### config.mk
export PLATFORM = sky130hd
export DESIGN_NAME = mem_writeburst_avalon
export DESIGN_NICKNAME = d
export VERILOG_FILES = /design/src/rtl/mem_writeburst_avalon_pkg.sv /design/src/rtl/writeburst_align.sv /design/src/rtl/mem_writeburst_avalon.sv
export SDC_FILE = /design/constraint.sdc
export NUM_CORES = 1
export LEC_CHECK = 0
export BUFFER_PORTS_ARGS = -buffer_cell sky130_fd_sc_hd__buf_2
export CAP_MARGIN = 20
export CORE_UTILIZATION = 27
export DETAILED_ROUTE_END_ITERATION = 8
export GPL_ROUTABILITY_DRIVEN = 0
export MAX_ROUTING_LAYER = met4
export PLACE_DENSITY_LB_ADDON = 0.12
export SETUP_SLACK_MARGIN = 0.4
export SLEW_MARGIN = 10
export SYNTH_ARGS = -nofsm -noshare
export SYNTH_HDL_FRONTEND = slang
export SYNTH_SLANG_ARGS = --single-unit
### constraint.sdc
create_clock -name clk -period 4.7 [get_ports clk]
set_clock_uncertainty 0.15 [all_clocks]
set_input_delay 0.47 -clock clk [delete_from_list [all_inputs] [get_ports clk]]
set_output_delay 0.47 -clock clk [all_outputs]
set_load 0.005 [all_outputs]
### src/rtl/mem_writeburst_avalon_pkg.sv
// Shared definitions for the Avalon write-burst master: FSM state encodings,
// burstcount width and boolean helpers.
`ifndef MEM_WRITEBURST_AVALON_DEFINES
`define MEM_WRITEBURST_AVALON_DEFINES
`define TRUE  1'b1
`define FALSE 1'b0
`endif

package mem_writeburst_avalon_pkg;

  localparam int unsigned BurstCountW = 2;

  typedef enum logic [1:0] {
    StIdle    = 2'd0,
    StBeat0   = 2'd1,
    StBeat1   = 2'd2,
    StHoldoff = 2'd3
  } state_e;

endpackage

### src/rtl/writeburst_align.sv
// Combinational byte-lane alignment: places the packed request bytes at the
// byte offset of the start address within a two-dword window.
module writeburst_align (
  input  logic [55:0] data,
  input  logic [1:0]  offset,
  output logic [63:0] aligned
);

  assign aligned = {8'h00, data} << {offset, 3'b000};

endmodule

### src/rtl/mem_writeburst_avalon.sv
// One- or two-beat Avalon-MM write burst master driven by a level-held request.
// Optional build macro WRITEBURST_BEAT_TRIM_EN drops an all-zero-enable beat.
module mem_writeburst_avalon
  import mem_writeburst_avalon_pkg::*;
(
  input  logic                   clk,
  input  logic                   rst,
  input  logic                   writeburst_do,
  output logic                   writeburst_done,
  input  logic [31:0]            writeburst_address,
  input  logic [1:0]             writeburst_dword_length,
  input  logic [3:0]             writeburst_byteenable_0,
  input  logic [3:0]             writeburst_byteenable_1,
  input  logic [55:0]            writeburst_data,
  output logic [29:0]            avm_address,
  output logic [31:0]            avm_writedata,
  output logic [3:0]             avm_byteenable,
  output logic [BurstCountW-1:0] avm_burstcount,
  output logic                   avm_write,
  input  logic                   avm_waitrequest
);

  state_e state_q, state_d;

  logic [29:0]            addr_q, cap_addr;
  logic [BurstCountW-1:0] burst_q, cap_burst;
  logic [7:0]             be_q, cap_be;
  logic [63:0]            data_q, cap_data;
  logic [63:0]            aligned;
  logic                   capture;

  writeburst_align u_align (
    .data    (writeburst_data),
    .offset  (writeburst_address[1:0]),
    .aligned (aligned)
  );

  // Values latched when a request is accepted; beat 0 lives in the low halves.
  always_comb begin
    cap_addr  = writeburst_address[31:2];
    cap_burst = (writeburst_dword_length == 2'd2) ? BurstCountW'(2) : BurstCountW'(1);
    cap_be    = {writeburst_byteenable_1, writeburst_byteenable_0};
    cap_data  = aligned;
`ifdef WRITEBURST_BEAT_TRIM_EN
    if (cap_burst == BurstCountW'(2)) begin
      if (writeburst_byteenable_1 == 4'h0) begin
        cap_burst = BurstCountW'(1);
      end else if (writeburst_byteenable_0 == 4'h0) begin
        // Only the second dword carries data: issue it alone as beat 0.
        cap_addr  = writeburst_address[31:2] + 30'd1;
        cap_burst = BurstCountW'(1);
        cap_be    = {4'h0, writeburst_byteenable_1};
        cap_data  = {32'h0, aligned[63:32]};
      end
    end
`endif
  end

  always_comb begin
    state_d         = state_q;
    capture         = `FALSE;
    avm_write       = `FALSE;
    avm_byteenable  = 4'h0;
    avm_writedata   = data_q[31:0];
    writeburst_done = `FALSE;
    unique case (state_q)
      StIdle: begin
        if (writeburst_do) begin
          capture = `TRUE;
          state_d = StBeat0;
        end
      end
      StBeat0: begin
        avm_write      = `TRUE;
        avm_byteenable = be_q[3:0];
        if (!avm_waitrequest) begin
          state_d = (burst_q == BurstCountW'(2)) ? StBeat1 : StHoldoff;
        end
      end
      StBeat1: begin
        avm_write      = `TRUE;
        avm_byteenable = be_q[7:4];
        avm_writedata  = data_q[63:32];
        if (!avm_waitrequest) begin
          state_d = StHoldoff;
        end
      end
      StHoldoff: begin
        // Gives upstream one cycle to drop its request before IDLE samples it.
        writeburst_done = `TRUE;
        state_d         = StIdle;
      end
      default: state_d = StIdle;
    endcase
  end

  always_ff @(posedge clk or posedge rst) begin
    if (rst) begin
      state_q <= StIdle;
      addr_q  <= '0;
      burst_q <= '0;
      be_q    <= '0;
      data_q  <= '0;
    end else begin
      state_q <= state_d;
      if (capture) begin
        addr_q  <= cap_addr;
        burst_q <= cap_burst;
        be_q    <= cap_be;
        data_q  <= cap_data;
      end
    end
  end

  assign avm_address    = addr_q;
  assign avm_burstcount = burst_q;

endmodule

-- Yosys cells after proc, flatten, opt, wreduce, memory -nomap -nowiden
Index checks and enable logic that the tools add are counted.
- eq/ne operators: 8
- reductions and logical operators: 3
- multiplexer cells: 12
- shift-type cells: 1
- operator list (kind ; number):
    $shl 56x5->64 ; 1
    $mux 32 ; 1
    $eq 2x2->1 const B ; 4
    $mux 2 ; 4
    $pmux 2 s4 ; 1
    $pmux 4 s2 ; 1
    $ne 2x2->1 const B ; 3
    $mux 1 ; 5
    $reduce_and 3->1 ; 1
    $eq 2x1->1 const B ; 1
    $logic_not 2->1 ; 1
    $reduce_or 2->1 ; 1
- register bits after elaboration: 106
- logic and storage cells: 29
- input bits: 102
- output and inout bits: 70

-- Logic depth before layout (Yosys ltp)
Gate-level depths: netlist of the first run.
- word-level depth: 4
- gate-level depth with buffers: 7
- depth with buffers taken out: 5

-- By module
From an unflattened synthesis of the first run, not the netlist that was laid out.
- cell total of the unflattened synthesis: 410
- area total of the unflattened synthesis: 6089.6 um2
- modules (own cells, without submodules) (module ; times used ; cells an instance ; sequential area each (um2) ; area each (um2)):
    mem_writeburst_avalon ; 1 ; 287 ; 2652.5 ; 4730.8
    writeburst_align ; 1 ; 123 ; 0.0 ; 1358.8

-- Worst setup path before layout of the first run
No wires, ideal clock.
- kind: register -> output
- start point: register state_q[0]
- end point: output port avm_writedata[10]
- stages on the path, launching flop included: 6
- data arrival time: 1.406 ns
- path buffers: 2
- path slack: 2.674 ns
- data required time: 4.080 ns
- path through: dfrtp_1 > inv_1 > ha_1 > buf_2 > buf_2 > mux2_2
- longest elaborated chain between the ends: 2
- ends and longest elaborated chain (item ; line ; RTL):
    start, declared ; mem_writeburst_avalon.sv:23 ; state_e state_q, state_d;
    start signal, assigned ; mem_writeburst_avalon.sv:99 ; state_q <= StIdle;
    start signal, assigned ; mem_writeburst_avalon.sv:105 ; state_q <= state_d;
    $eq 2x2->1 ; mem_writeburst_avalon.sv:66 ; unique case (state_q)
    $mux 32 ; mem_writeburst_avalon.sv:66 ;
    end, declared ; mem_writeburst_avalon.sv:16 ; output logic [31:0] avm_writedata,
Every way passes these cells.

-- Worst setup path in the final report of the first run
- start point: register state_q[0]
- end point: output port avm_writedata[11]
The elaborated chain is that of the path after synthesis.

==> results of run 1 <==
-- where the power goes --
part / leakage [nW] / internal, W / total [W] / switching, W
registers: 1.31 / 0.00134 / 0.00157 / 0.000234
clock network: 0.154 / 0.000424 / 0.000800 / 0.000376
logic: 1.79 / 0.000848 / 0.00156 / 0.000711
total: 3.26 / 0.00261 / 0.00393 / 0.00132
-- logic make-up after synthesis --
| kind of cell | after synthesis | synth area share |
|---|---|---|
| buf+inv | 37 | 0.0404 |
| fa+ha+maj | 6 | 0.0143 |
| simple gates | 63 | 0.0535 |
| flops | 106 | 0.506 |
| compound gates | 84 | 0.125 |
| mux | 126 | 0.261 |
-- layout make-up --
cell class	instances	area (µm²)
Antenna cell	6	15.0
Clock buffer	9	225
Clock inverter	7	83.8
Fill cell	1964	12300
Inverter	5	21.3
Multi-Input combinational cell	279	2380
Sequential cell	106	2650
Tap cell	260	325
Timing Repair Buffer	177	921
-- layout by cell type, fill, tap and decap left out, types with 6 or more instances in the layout --
| cell | netlist | final |
|---|---|---|
| a22o_1 | 8 | 8 |
| a2bb2oi_1 | 9 | 9 |
| buf_2 | 16 | 171 |
| clkbuf_16 | 0 | 9 |
| dfrtp_1 | 106 | 106 |
| diode_2 | 0 | 6 |
| mux2_2 | 76 | 76 |
| mux2i_1 | 48 | 48 |
| nand2_1 | 50 | 50 |
| nor2b_1 | 6 | 6 |
| o21ai_0 | 19 | 19 |
| o221ai_1 | 33 | 33 |
| o2bb2ai_1 | 7 | 7 |
-- path summary, 6_finish.rpt --
| check | start | end | slack [ns] | cells past startpoint |
|---|---|---|---|---|
| max in group asynchronous | rst | data_q[50]$_DFFE_PP0P_ | 3.21 | 3 |
| min reg2reg | data_q[63]$_DFFE_PP0P_ | data_q[63]$_DFFE_PP0P_ | 0.33 | 2 |
| min in group clk | writeburst_address[10] | avm_address[8]$_DFFE_PP0P_ | 0.19 | 2 |
| max | state_q[0]$_DFFE_PP0P_ | avm_writedata[11] | 1.64 | 4 |
| max reg2reg | state_q[0]$_DFFE_PP0P_ | state_q[1]$_DFFE_PP0P_ | 2.16 | 5 |
| min | rst | avm_address[0]$_DFFE_PP0P_ | 0.15 | 2 |
-- through the flow --
| step | power (W) | util |
|---|---|---|
| global route | 0.00423 | 0.351 |
| finish | 0.00393 | 0.351 |
| floorplan | 0.00252 | - |
| CTS | 0.00399 | 0.349 |
| global placement | 0.00314 | 0.332 |
| detailed placement | 0.00316 | 0.332 |
-- sequential cells by signal (all words and copies together) (netlist names) --
register	count
state_q	2
data_q	64
avm_burstcount	2
be_q	8
avm_address	30
-- routing by layer --
layer / up-vias / global-route usage / part of all wire
met1: 1989 / 0.206 / 0.44
met3: 8 / 0.0557 / 0.084
met2: 149 / 0.262 / 0.47
met4: 0 / 0.0366 / 0.0083
li1: 1881 / - / -
met5: - / - / 0
==> results.json, run 1 <==
{
  "drv_cap": 0,
  "place_area_mm2": 0.00628,
  "cp_max_fo": 37,
  "critical-path-top-delay-family": "adder cells",
  "hpwl_mm": 10.8,
  "nets": 686,
  "synth_ff_type": "dfrtp_1",
  "fin_crit_sh": 0.650,
  "syn_avg_cell_area_um2": 12.4,
  "cts_tree": "done",
  "worst-slew-pin-transition_ns": 1.02,
  "num_io_pins": 172,
  "rows": 50,
  "powerDensity_mw_per_mm2": 593,
  "criticalPathCategory": "reg -> out",
  "worstSetupStartpointType": "register",
  "relSlewSlack": 0.318,
  "grt_pass1_wl_mm": 24.2,
  "async_flop_share": 1.00,
  "hold_viol": 0,
  "viasPerCell": 4.74,
  "synth_seq_area_share": 0.506,
  "setup_slack_ns": 1.64,
  "syn_inst": 422,
  "synth_area_leaders": "dfrtp_1 51%, mux2_2 16%, mux2i_1 9.2%, o221ai_1 5.5%, nand2_1 3.6%",
  "fin_setup_tns_ns": 0,
  "overflow": 0,
  "wl_per_cell_um": 18.3,
  "synth_common_cells": "106 x dfrtp_1, 76 x mux2_2, 50 x nand2_1",
  "synth_edf_count": 0,
  "grt_max_degree": 92,
  "cts_root_buf": "clkbuf_16",
  "synth_area_leader_cell": "dfrtp_1",
  "fin_area_mm2": 0.00663,
  "coreArea_mm2": 0.0189,
  "yosys_register_bits": 106,
  "hold_path.class": "in -> async",
  "numCtsBuffers": 9,
  "drv_slew": 0,
  "die_area_mm2": 0.0200,
  "grt_pass1_vias": 4375,
  "die_h_um": 141,
  "p_leak_nw": 3.26,
  "cp_slowest_stage_delay_ns": 0.88,
  "end_kind": "primary output",
  "status": "finished, final reports clean",
  "path_clk_slew_ns": 0.08,
  "cts_buffer_depth": 2,
  "firstDrtPassIters": 6,
  "peakVddDrop_v": 0.000274,
  "rsz0062_at_grt": "no",
  "clock_latency_ns": 0.35,
  "portBuffers": 171,
  "final_cells": 849,
  "hold_ws_ns": 0.155,
  "setup-violations-final": 0,
  "area_delta_synth_final_pct": 26.5,
  "slowest_stage": "ha_2",
  "max_freq_mhz": 327,
  "synth_area_mm2": 0.00524,
  "routed_wl_mm": 15.6,
  "groute.usage.overall": 0.166,
  "htree_levels": 3,
  "synth_nets": 530,
  "holdBufCountCts": 0,
  "cts.sinks": 106,
  "critPathArrivalTime_ns": 2.44,
  "drive_above_1_share": 0.473,
  "drtIter0Drc": 154,
  "place_ws_ns": 1.93,
  "path_cells": "inv_1 -> ha_2 -> mux2_2 -> buf_2",
  "ctsResizeCount": 0,
  "finalCriticalPeriod_ns": 3.06,
  "drc_errors": 0,
  "antenna_found_initial": 6,
  "die_w_um": 141,
  "dp_cells": 826,
  "worstPathRequired_ns": 4.08,
  "synth.distinct_cells": 28,
  "ant_nets": 0,
  "start_util": 0.277,
  "synth_top_area_share": 0.506,
  "path_buf_inv": 2,
  "post-cts-setup-buffers": 0,
  "vias": 4027,
  "yosys_warnings": 0,
  "yosysMostFrequentCell": "dfrtp_1"
}
Power figures use the tool's default switching activity.
==> run 2, diff against run 1 <==
- clock period: 4.7 -> 2.6 ns (I/O delays scaled with it)
==> run 2 against run 1 <==
Net effect: design area rose by 9.7%; setup slack worse by 1.2 ns; cell count up 6.6%; largest cell class unchanged; hold slack worse by 0.14 ns.
==> results.json, run 2 (same netlist as run 1, synthesis figures left out) <==
{
  "num_io_pins": 172,
  "overflow": 0,
  "cp_max_fo": 15,
  "fillers": 1912,
  "worstPathRequired_ns": 2.19,
  "fin_area_mm2": 0.00727,
  "portBuffers": 171,
  "drive_above_1_share": 0.457,
  "clock_latency_ns": 0.36,
  "slowest_stage": "dfrtp_1",
  "layout.cells.most_common_list": "171 x buf_2, 105 x dfrtp_1, 76 x mux2_2",
  "firstDrtPassIters": 4,
  "end_kind": "primary output",
  "path_cells": "inv_2 -> ha_4 -> buf_12 -> mux2_2 -> buf_2",
  "ant_nets": 0,
  "drc_errors": 0,
  "rows": 50,
  "mostFrequentLayoutCell": "buf_2",
  "multi_input_area_mm2": 0.00240,
  "die_area_mm2": 0.0200,
  "hold_viol": 0,
  "powerDensity_mw_per_mm2": 1010,
  "grt_pass1_wl_mm": 25.1,
  "cts.sinks": 106,
  "path_clk_slew_ns": 0.08,
  "setup-violations-final": 0,
  "die_w_um": 141,
  "hold_path.class": "in -> reg",
  "max_freq_mhz": 470,
  "worstSetupStartpointType": "register",
  "grt_max_degree": 55,
  "peakVddDrop_v": 0.000410,
  "die_h_um": 141,
  "groute.usage.overall": 0.172,
  "fin_setup_tns_ns": 0,
  "htree_levels": 3,
  "fin_crit_sh": 0.818,
  "antenna_found_initial": 5,
  "status": "finished, final reports clean",
  "drtIter0Drc": 122,
  "routed_wl_mm": 16.2,
  "wl_per_cell_um": 17.9,
  "nets": 742,
  "drv_cap": 0,
  "regArea_mm2": 0.00265,
  "worst-slew-pin-transition_ns": 0.817,
  "relSlewSlack": 0.454,
  "start_util": 0.277,
  "vias": 4268,
  "criticalPathCategory": "reg -> out",
  "cts_root_buf": "clkbuf_16",
  "coreArea_mm2": 0.0189,
  "drv_slew": 0,
  "p_leak_nw": 3.53,
  "hpwl_mm": 11.3,
  "grt_pass1_vias": 4521,
  "finalCriticalPeriod_ns": 2.13,
  "viasPerCell": 4.72,
  "hold_ws_ns": 0.0155,
  "area_delta_synth_final_pct": 38.7,
  "regMostFlops": "data_q",
  "cp_slowest_stage_delay_ns": 0.39,
  "place_area_mm2": 0.00641,
  "cts_buffer_depth": 2,
  "numCtsBuffers": 9,
  "critPathArrivalTime_ns": 1.72,
  "largest_reg_flops": 64,
  "rsz0062_at_grt": "no",
  "cts_tree": "done"
}
## run 2: final timing paths
| check | from | to | slack, ns | depth (start not counted) |
|---|---|---|---|---|
| setup / recovery | state_q[0]$_DFFE_PP0P_ | avm_writedata[19] | 0.47 | 5 |
| hold / removal | writeburst_data[3] | data_q[3]$_DFFE_PP0P_ | 0.02 | 2 |
| setup reg to reg | state_q[0]$_DFFE_PP0P_ | data_q[58]$_DFFE_PP0P_ | 0.50 | 6 |
| hold reg to reg | data_q[63]$_DFFE_PP0P_ | data_q[63]$_DFFE_PP0P_ | 0.33 | 2 |
| max in group asynchronous | rst | data_q[10]$_DFFE_PP0P_ | 1.22 | 4 |
| min in group asynchronous | rst | data_q[21]$_DFFE_PP0P_ | 0.42 | 3 |
## run 2: per-stage QoR
step           cells  worst slack, ns  power (W)  utilization
2_1_floorplan    422            0.784    0.00455            -
3_3_place_gp     834            0.492    0.00572        0.339
3_5_place_dp     834            0.400    0.00578        0.339
4_1_cts          896            0.418    0.00747        0.382
5_1_grt          904            0.411    0.00789        0.385
6_report         905            0.473    0.00735        0.385
## run 2: power by group
group          switching, W  internal (W)  total [W]
Combinational       0.00140       0.00173    0.00314
Clock              0.000703      0.000708    0.00141
Sequential         0.000388       0.00242    0.00280
## run 2: layer usage
layer,GRT usage,wire length [µm],vias up
li1,-,-,1999
met1,0.209,7270,2098
met2,0.275,7700,157
met3,0.0466,1000,14
met4,0.0561,216,0
met5,-,0,-
## run 2: repair_timing
item | 4_1_cts | 5_1_grt
pin swaps | 0 | 1
gates resized for setup | 10 | 1
buffers inserted | 4 | 2
endpoints found under the setup margin | 39 | 16
gates cloned | 1 | 0
hold endpoints to repair | 68 | 1
hold buffers | 41 | 1
## run 2: critical path: cells and delay by family (launching register included)
family	cells	cell delay (ns)
flip-flops	1	0.39
buffers and inverters	3	0.39
multiplexers	1	0.37
adder cells (fa/ha/maj)	1	0.20
## run 2: layout make-up
type / instances / area share
multi-input combinational: 279 / 0.330
sequential: 106 / 0.365
inverter: 5 / 0.00310
clock inverter: 6 / 0.00895
clock buffer: 10 / 0.0329
timing repair buffer: 233 / 0.213
tap: 260 / 0.0448
antenna: 6 / 0.00207
